`src/rtl/video_mode_pkg.sv`:
```
// Video timing records shared by the raster generator and anything that needs
// the mode geometry (totals, sync windows, coordinate width).
package video_mode_pkg;

    localparam int COORD_W = 11;

    typedef logic [COORD_W-1:0] coord_t;

    // Polarity bits: 1 = sync pulse is driven high while active.
    typedef struct packed {
        coord_t h_active;
        coord_t h_front;
        coord_t h_sync;
        coord_t h_back;
        coord_t v_active;
        coord_t v_front;
        coord_t v_sync;
        coord_t v_back;
        logic   h_pol;
        logic   v_pol;
    } video_mode_t;

    // Bundle carried through the sync delay line, MSB first.
    typedef struct packed {
        logic hs;
        logic vs;
        logic de;
    } sync_bus_t;

    localparam video_mode_t VMODE_640x480p60 = '{
        h_active: 11'd640,
        h_front:  11'd16,
        h_sync:   11'd96,
        h_back:   11'd48,
        v_active: 11'd480,
        v_front:  11'd10,
        v_sync:   11'd2,
        v_back:   11'd33,
        h_pol:    1'b0,
        v_pol:    1'b0
    };

    function automatic coord_t h_total(input video_mode_t m);
        return m.h_active + m.h_front + m.h_sync + m.h_back;
    endfunction

    function automatic coord_t v_total(input video_mode_t m);
        return m.v_active + m.v_front + m.v_sync + m.v_back;
    endfunction

    function automatic coord_t h_sync_start(input video_mode_t m);
        return m.h_active + m.h_front;
    endfunction

    function automatic coord_t v_sync_start(input video_mode_t m);
        return m.v_active + m.v_front;
    endfunction

endpackage

```
`src/rtl/pix_delay_line.sv`:
```
// Enable-gated shift register used to align sync/DE with a pixel pipeline.
// DEPTH = 0 degenerates to a wire so callers need no special casing.
module pix_delay_line #(
    parameter int DEPTH = 1,
    parameter int WIDTH = 3
) (
    input  logic             clk,
    input  logic             rst,
    input  logic             en,
    input  logic [WIDTH-1:0] rst_val,
    input  logic [WIDTH-1:0] din,
    output logic [WIDTH-1:0] dout
);

    generate
        if (DEPTH == 0) begin : g_pass
            logic unused_ok;
            assign unused_ok = &{1'b0, clk, rst, en, rst_val};
            assign dout      = din;
        end else begin : g_shift
            logic [DEPTH-1:0][WIDTH-1:0] stage_q;
            logic [DEPTH-1:0][WIDTH-1:0] stage_d;

            always_comb begin
                stage_d = stage_q;
                if (en) begin
                    stage_d[0] = din;
                    for (int i = 1; i < DEPTH; i++) begin
                        stage_d[i] = stage_q[i-1];
                    end
                end
            end

            always_ff @(posedge clk or posedge rst) begin
                if (rst) begin
                    stage_q <= {DEPTH{rst_val}};
                end else begin
                    stage_q <= stage_d;
                end
            end

            assign dout = stage_q[DEPTH-1];
        end
    endgenerate

endmodule

```
`src/rtl/vga_timing_gen.sv`:
```
// VGA raster timing: pixel-rate enable, counters, registered sync/DE decode,
// line/frame strobes and a pixel-aligned delayed copy of sync/DE.
module vga_timing_gen
    import video_mode_pkg::*;
#(
    parameter video_mode_t VIDEO_MODE = VMODE_640x480p60,
    parameter int          CLK_DIV    = 4,
    parameter int          SYNC_DELAY = 0
) (
    input  logic               clk_100m,
    input  logic               reset,
    output logic               pix_en,
    output logic               hsync,
    output logic               vsync,
    output logic               de,
    output logic [COORD_W-1:0] x,
    output logic [COORD_W-1:0] y,
    output logic               line_start,
    output logic               frame_start,
    output logic               hsync_d,
    output logic               vsync_d,
    output logic               de_d
);

    localparam int DIV_W = 4;
    localparam logic [DIV_W-1:0] DIV_LAST = DIV_W'(CLK_DIV - 1);

    localparam coord_t H_LAST   = h_total(VIDEO_MODE) - 11'd1;
    localparam coord_t V_LAST   = v_total(VIDEO_MODE) - 11'd1;
    localparam coord_t H_ACT    = VIDEO_MODE.h_active;
    localparam coord_t V_ACT    = VIDEO_MODE.v_active;
    localparam coord_t HS_START = h_sync_start(VIDEO_MODE);
    localparam coord_t HS_END   = h_sync_start(VIDEO_MODE) + VIDEO_MODE.h_sync;
    localparam coord_t VS_START = v_sync_start(VIDEO_MODE);
    localparam coord_t VS_END   = v_sync_start(VIDEO_MODE) + VIDEO_MODE.v_sync;
    localparam logic   H_IDLE   = ~VIDEO_MODE.h_pol;
    localparam logic   V_IDLE   = ~VIDEO_MODE.v_pol;

    logic [DIV_W-1:0] div_cnt_q, div_cnt_d;
    coord_t           h_cnt_q, h_cnt_d;
    coord_t           v_cnt_q, v_cnt_d;
    logic             pix_en_q, pix_en_d;
    logic             hs_q, hs_d;
    logic             vs_q, vs_d;
    logic             act_q, act_d;
    logic             line_q, line_d;
    logic             frame_q, frame_d;
    logic             tick;
    sync_bus_t        dly_in, dly_out, dly_rst;

    // The edge that raises pix_en is also the edge that moves the raster, so
    // pix_en marks the first clock of each new pixel.
    assign tick = (div_cnt_q == DIV_LAST);

    always_comb begin
        div_cnt_d = tick ? '0 : div_cnt_q + 1'b1;
        h_cnt_d   = h_cnt_q;
        v_cnt_d   = v_cnt_q;
        if (tick) begin
            if (h_cnt_q == H_LAST) begin
                h_cnt_d = '0;
                v_cnt_d = (v_cnt_q == V_LAST) ? '0 : v_cnt_q + 1'b1;
            end else begin
                h_cnt_d = h_cnt_q + 1'b1;
            end
        end
    end

    // Decode from the next counter values so the registered outputs line up
    // with x/y on the same clock.
    always_comb begin
        pix_en_d = tick;
        line_d   = tick && (h_cnt_d == '0);
        frame_d  = line_d && (v_cnt_d == '0);
        hs_d     = ((h_cnt_d >= HS_START) && (h_cnt_d < HS_END)) ? ~H_IDLE : H_IDLE;
        vs_d     = ((v_cnt_d >= VS_START) && (v_cnt_d < VS_END)) ? ~V_IDLE : V_IDLE;
        act_d    = (h_cnt_d < H_ACT) && (v_cnt_d < V_ACT);
    end

    always_ff @(posedge clk_100m or posedge reset) begin
        if (reset) begin
            div_cnt_q <= '0;
            h_cnt_q   <= H_LAST;
            v_cnt_q   <= V_LAST;
            pix_en_q  <= 1'b0;
            hs_q      <= H_IDLE;
            vs_q      <= V_IDLE;
            act_q     <= 1'b0;
            line_q    <= 1'b0;
            frame_q   <= 1'b0;
        end else begin
            div_cnt_q <= div_cnt_d;
            h_cnt_q   <= h_cnt_d;
            v_cnt_q   <= v_cnt_d;
            pix_en_q  <= pix_en_d;
            hs_q      <= hs_d;
            vs_q      <= vs_d;
            act_q     <= act_d;
            line_q    <= line_d;
            frame_q   <= frame_d;
        end
    end

    // Shifting the currently displayed values on each pixel edge gives a lag
    // of exactly SYNC_DELAY pixel periods.
    assign dly_in  = '{hs: hs_q, vs: vs_q, de: act_q};
    assign dly_rst = '{hs: H_IDLE, vs: V_IDLE, de: 1'b0};

    pix_delay_line #(
        .DEPTH (SYNC_DELAY),
        .WIDTH (3)
    ) u_sync_dly (
        .clk     (clk_100m),
        .rst     (reset),
        .en      (tick),
        .rst_val (dly_rst),
        .din     (dly_in),
        .dout    (dly_out)
    );

    assign pix_en      = pix_en_q;
    assign hsync       = hs_q;
    assign vsync       = vs_q;
    assign de          = act_q;
    assign x           = h_cnt_q;
    assign y           = v_cnt_q;
    assign line_start  = line_q;
    assign frame_start = frame_q;
    assign hsync_d     = dly_out.hs;
    assign vsync_d     = dly_out.vs;
    assign de_d        = dly_out.de;

endmodule

```
`config.mk`:
```
export PLATFORM = sky130hd
export DESIGN_NAME = vga_timing_gen
export DESIGN_NICKNAME = d
export VERILOG_FILES = /design/src/rtl/video_mode_pkg.sv /design/src/rtl/pix_delay_line.sv /design/src/rtl/vga_timing_gen.sv
export SDC_FILE = /design/constraint.sdc
export NUM_CORES = 1
export LEC_CHECK = 0
export ABC_AREA = 1
export CELL_PAD_IN_SITES_DETAIL_PLACEMENT = 1
export CELL_PAD_IN_SITES_GLOBAL_PLACEMENT = 1
export CORE_ASPECT_RATIO = 1.1
export CORE_MARGIN = 2
export CORE_UTILIZATION = 25
export DETAILED_ROUTE_END_ITERATION = 7
export PLACE_DENSITY = 0.63
export SLEW_MARGIN = 10
export SYNTH_ARGS = -nofsm -noshare
export SYNTH_HDL_FRONTEND = slang
export SYNTH_SLANG_ARGS = --single-unit
```
`constraint.sdc`:
```
create_clock -name clk_100m -period 3.4 [get_ports clk_100m]
set_input_delay 0.68 -clock clk_100m [delete_from_list [all_inputs] [get_ports clk_100m]]
set_output_delay 0.68 -clock clk_100m [all_outputs]
set_load 0.01 [all_outputs]
```
==> impl_metrics.ini, run 1 <==
[run_status]
status = finished clean

[setup_path]
critPathRequiredTime_ns = 2.72
startpoint_type = register
crit_family = flip-flops
worstRegToRegCells = 10
critPathCaptureType = output pin
path_depth = 1
path_max_fanout = 7
crit_buf_inv = 1
path_cells = clkdlybuf4s50_1
slowest_stage = dfstp_2
crit_type = register to output pin
max_stage_delay_ns = 0.60
critPathArrivalTime_ns = 1.44

[layout]
antennaDiodeCount = 0
post-route-util = 0.323
final_cell_mix = nand2_1, inv_1, nor2_1, nand3_1, clkdlybuf4s50_1
drive_gt1_frac = 0.159
syn_to_final_growth_pct = 26.3
final_area_um2 = 2530
nNetsFinal = 314
final_common_cell = nand2_1

[sta]
worst_pin_slew_ns = 0.434
setup_viol = 0
fin_crit_ns = 2.12
fin_setup_tns_ns = 0
drv_slew = 0
holdWs_ns = 0.479
rsz0062_at_grt = false
fin_skew_ns = 0.00375
fmax_mhz = 472
hold_viol = 0
relSlewSlack = 0.711
min_period_over_period = 0.623

[detailed_routing]
drtPass1Iterations = 4
wl_per_cell_um = 13.2
via_per_inst = 4.39
vias = 1831
ant_nets = 0
drt_iter0_drc = 36
wirelength_um = 5490
drc = 0

[min_path]
worstHoldPathCells = 1
hp-class = register to register

[clock_network]
cts_hold_buf = 0
clkLatencyLatePin_ns = 0.28
cts.sinks = 32
root_buffer = clkbuf_8
cts.clk_slew.worst_paths_ns = 0.07
htree_levels = 2
post_cts_buffers = 0
clockBufferDepth = 2
post_cts_resized = 0
cts_tree = yes
cts_buffers = 5

[yosys]
syn_area_per_cell_um2 = 7.36
synthDistinctLibCells = 28
seq_area_frac_synth = 0.408
synth_mux_area_frac = 0
ys_seq_elements = 32
synth.cell_area_um2 = 2000
synth_xor_area_frac = 0.0175
syn_inst = 272
synth_top_family_by_area = simple AND/OR/NAND/NOR gates
synthFlopType = dfrtp_1
yosys_warnings = 0
synthArstFlopShare = 1.00
synth_edf_count = 0
synth_nets = 278
synth_compound_area_frac = 0.0500
yosys.area_share.simple = 0.392
synth-adder-area-share = 0.0250

[global_routing]
grt_overflow = 0
antenna_found_initial = 0
grt_pass1_vias = 1993
grtUsageTotal = 0.141
grt_max_degree = 33
grt_pass1_wl_um = 9780

[floorplanning]
start_util = 0.256
die_h_um = 97.8
rows = 34
dieArea_um2 = 8740
ios = 33
core_area_um2 = 7830
die_w_um = 89.3

[place]
port_buffers = 32
place_area_um2 = 2440
dp_hpwl_um = 4430
place_congestion = 0.811

[pwr]
p_per_area_nw_per_um2 = 276
leakage_nw = 1.29
irDropWorstVdd_mv = 0.143

[run]
maxCapViolations = 0
==> through the flow <==
stage | setup WS [ns] | power [mW] | cells
final | 1.28 | 0.697 | 417
after global routing | 1.03 | 0.730 | 417
after detailed placement | 1.27 | 0.398 | 409
after global placement | 1.33 | 0.398 | 409
after floorplan | 1.56 | 0.393 | 272
after CTS | 1.26 | 0.713 | 417
==> worst paths after layout <==
| kind | startpoint | endpoint | slack [ns] |
|---|---|---|---|
| max in group asynchronous | reset | y[2] | 2.26 |
| setup / recovery | y[2] | y[2] | 1.28 |
| min in group asynchronous | reset | de | 0.80 |
| setup reg to reg | div_cnt_q[0] | de | 1.30 |
| hold / removal | div_cnt_q[0] | div_cnt_q[0] | 0.48 |
| hold reg to reg | div_cnt_q[0] | div_cnt_q[0] | 0.48 |
==> per-layer routing <==
layer,global-route usage,vias to the layer above,routed length [um]
met3,0.0203,12,106
li1,-,915,-
met4,0.0494,0,157
met2,0.234,30,2750
met5,0,-,0
met1,0.185,874,2480
==> cell usage after synthesis, types with 2 or more instances <==
library cell / instances / area, um^2
dfstp_2: 12 / 315
o21ai_0: 3 / 15.0
nand2_1: 62 / 233
xor2_1: 4 / 35.0
nand3_2: 4 / 40.0
nand3_1: 32 / 160
nand2_2: 5 / 31.3
nor2_4: 2 / 22.5
nor3_2: 2 / 20.0
o21ai_2: 2 / 17.5
inv_2: 4 / 15.0
ha_1: 4 / 50.1
inv_1: 46 / 173
nor2_2: 8 / 50.1
nor3_1: 3 / 15.0
nor2_1: 35 / 131
o21bai_1: 4 / 30.0
a21oi_1: 3 / 15.0
o21ai_1: 3 / 15.0
dfrtp_1: 20 / 500
nand2_4: 2 / 22.5
buf_4: 3 / 22.5
nand4_1: 4 / 25.0
==> final cells by class <==
cell class | instances | area, um^2
Tap cell | 108 | 135
Multi-Input combinational cell | 186 | 970
Inverter | 50 | 188
Fill cell | 1014 | 5300
Timing Repair Buffer | 33 | 328
Clock buffer | 8 | 90.1
Sequential cell | 32 | 816
==> kinds of logic after synthesis <==
logic type               count (synthesis)
flip-flops                              32
adder cells (fa/ha/maj)                  4
buffers and inverters                   54
AO/OA/AOI/OAI                           16
AND/OR/NAND/NOR                        162
XOR/XNOR                                 4
==> power breakdown <==
part / internal [mW] / switching [mW]
clock network: 0.165 / 0.141
registers: 0.381 / 0
logic: 0.00184 / 0.00783
total: 0.548 / 0.149
==> flip-flops by register name (all words and copies together) (netlist names) <==
name,flops
hsync,1
vsync,1
line_start,1
div_cnt_q,4
de,1
y,11
frame_start,1
x,11
pix_en,1
Power figures use the tool's default switching activity.
==> run 2, diff against run 1 <==
==> constraint.sdc (replaced) <==
create_clock -name clk_100m -period 1.95 [get_ports clk_100m]
set_input_delay 0.39 -clock clk_100m [delete_from_list [all_inputs] [get_ports clk_100m]]
set_output_delay 0.39 -clock clk_100m [all_outputs]
set_load 0.01 [all_outputs]
==> run 2 against run 1 <==
  * The flow now finishes with violations (setup timing)
  * Sequential cell count stayed put
  * Cell count is 9.4% higher
  * Worst hold slack better by 0.021 ns
  * Largest cell class unchanged
  * Global-route usage is 1.4 points higher
  * Count of clock-buffer cells in the layout stayed put
==> impl_metrics.ini, run 2 (synthesis results as in run 1) <==
[clock_network]
cts.clk_slew.worst_paths_ns = 0.07
cts_tree = yes
clockBufferDepth = 2
cts_buffers = 5
root_buffer = clkbuf_8
cts.sinks = 32
htree_levels = 2
cts_hold_buf = 0
clkLatencyLatePin_ns = 0.28

[setup_path]
critPathArrivalTime_ns = 2.17
slowest_stage = dfstp_2
worstRegToRegCells = 14
crit_path_end = de
critPathCaptureType = register
timing.critical_path.mode_cell = nand2_4
critPathRequiredTime_ns = 2.12
startpoint_type = register
r2r_slack_ns = -0.04
path_cells = ha_4 > nand2_4 > inv_4 > nand2_4 > nor2_4 > nand2_4 > nor2_4 > nand2_1 > nand2_1 > nand3_2 > nand2_2 > inv_1 > o21ai_2 > nor2_1
max_stage_delay_ns = 0.56
crit_type = register to register
reg2reg_to = de
path_max_fanout = 7
crit_start = x[1]
r2r-start = x[1]

[global_routing]
grtUsageTotal = 0.155
antenna_found_initial = 0
grt_overflow = 0
grt_pass1_wl_um = 10500
grt_max_degree = 33
grt_pass1_vias = 2158

[layout]
final_cell_mix = nand2_1, inv_1, buf_4, clkdlybuf4s50_1
antennaDiodeCount = 0
drive_gt1_frac = 0.333
stdcell_count = 456
final_area_um2 = 2960
multi_input_area_um2 = 1110
final_common_cell = nand2_1
regArea_um2 = 817
nNetsFinal = 353
nFillCells = 991
syn_to_final_growth_pct = 48.0

[run_status]
status = complete, but fails checks
violations = setup timing

[detailed_routing]
drt_iter0_drc = 23
vias = 1984
wl_per_cell_um = 13.6
ant_nets = 0
drtPass1Iterations = 4
wirelength_um = 6190
via_per_inst = 4.35
drc = 0

[place]
port_buffers = 32
place_area_um2 = 2680
place_inst = 441
place_congestion = 0.897
dp_hpwl_um = 4840
placement.setup.worst_slack_ns = -0.142

[pwr]
p_per_area_nw_per_um2 = 410
irDropWorstVdd_mv = 0.189
leakage_nw = 1.55

[sta]
setup_ws_ns = -0.0446
rsz0062_at_grt = true
drv_slew = 0
fin_skew_ns = 0.00300
fin_crit_ns = 1.99
fmax_mhz = 501
holdWs_ns = 0.500
setup_viol = 5
min_period_over_period = 1.02
fin_setup_tns_ns = -0.130
relSlewSlack = 0.704
worst_pin_slew_ns = 0.443
hold_viol = 0

[floorplanning]
start_util = 0.256
die_h_um = 97.8
core_area_um2 = 7830
dieArea_um2 = 8740
die_w_um = 89.3
rows = 34
ios = 33

[min_path]
hp-class = input pin to async pin

[run]
maxCapViolations = 0
## run 2: worst max-delay path, delay by kind of cell (launching register included)
family / cells / cell delay [ns]
AOI/OAI and AO/OA: 1 / 0.07
adders and majority gates: 1 / 0.15
buffers and inverters: 2 / 0.12
DFF: 1 / 0.56
and+or+nand+nor: 10 / 0.97
## run 2: how the worst min path moves through the flow
stage / start / to / slack (ns) / cells past startpoint
after floorplan: div_cnt_q[0] / div_cnt_q[0] / 0.43 / 1
after global placement: div_cnt_q[1] / div_cnt_q[1] / 0.48 / 1
after detailed placement: div_cnt_q[1] / div_cnt_q[1] / 0.50 / 1
after CTS: reset / de / 0.51 / 3
after global routing: reset / de / 0.53 / 3
final: reset / de / 0.50 / 3
## run 2: metal layers
metal	track usage	part of all wire	vias up	wire length, um
li1	-	-	989	-
met1	0.199	0.44	948	2740
met2	0.255	0.51	37	3150
met3	0.0313	0.026	10	162
met4	0.0528	0.022	0	136
met5	0	0	-	0
## run 2: cell type report
| cell class | instances | area share |
|---|---|---|
| well taps | 108 | 0.0456 |
| clock buffers | 8 | 0.0304 |
| flip-flops and latches | 32 | 0.276 |
| repair buffers | 72 | 0.210 |
| inverters | 50 | 0.0642 |
| multi-input cells | 186 | 0.374 |
## run 2: through the flow
stage	utilization	total power, mW
floorplan	-	0.686
global placement	0.342	0.695
detailed placement	0.342	0.695
CTS	0.363	1.25
global route	0.378	1.28
finish	0.378	1.21
## run 2: what timing repair did
| item | 4_1_cts | 5_1_grt |
|---|---|---|
| endpoints found under the hold margin | 0 | 0 |
| buffers inserted | 3 | 4 |
| pin swaps | 2 | 17 |
| endpoints found under the setup margin | 4 | 5 |
| resized for setup | 12 | 27 |
## run 2: power by group
group,internal [mW],leakage (nW),total [mW],switching [mW]
logic,0.00320,1.11,0.0171,0.0139
clock network,0.288,0.0455,0.532,0.245
registers,0.665,0.393,0.665,0
total,0.956,1.55,1.21,0.259
==> run 3, diff against run 2 <==
--- a/config.mk
+++ b/config.mk
@@ -6,6 +6,7 @@
 export NUM_CORES = 1
 export LEC_CHECK = 0
 export ABC_AREA = 1
+export CAP_MARGIN = 20
 export CELL_PAD_IN_SITES_DETAIL_PLACEMENT = 1
 export CELL_PAD_IN_SITES_GLOBAL_PLACEMENT = 1
 export CORE_ASPECT_RATIO = 1.1
==> results of run 3 <==
Final layout, timing and power as in run 2 (identical DEF).
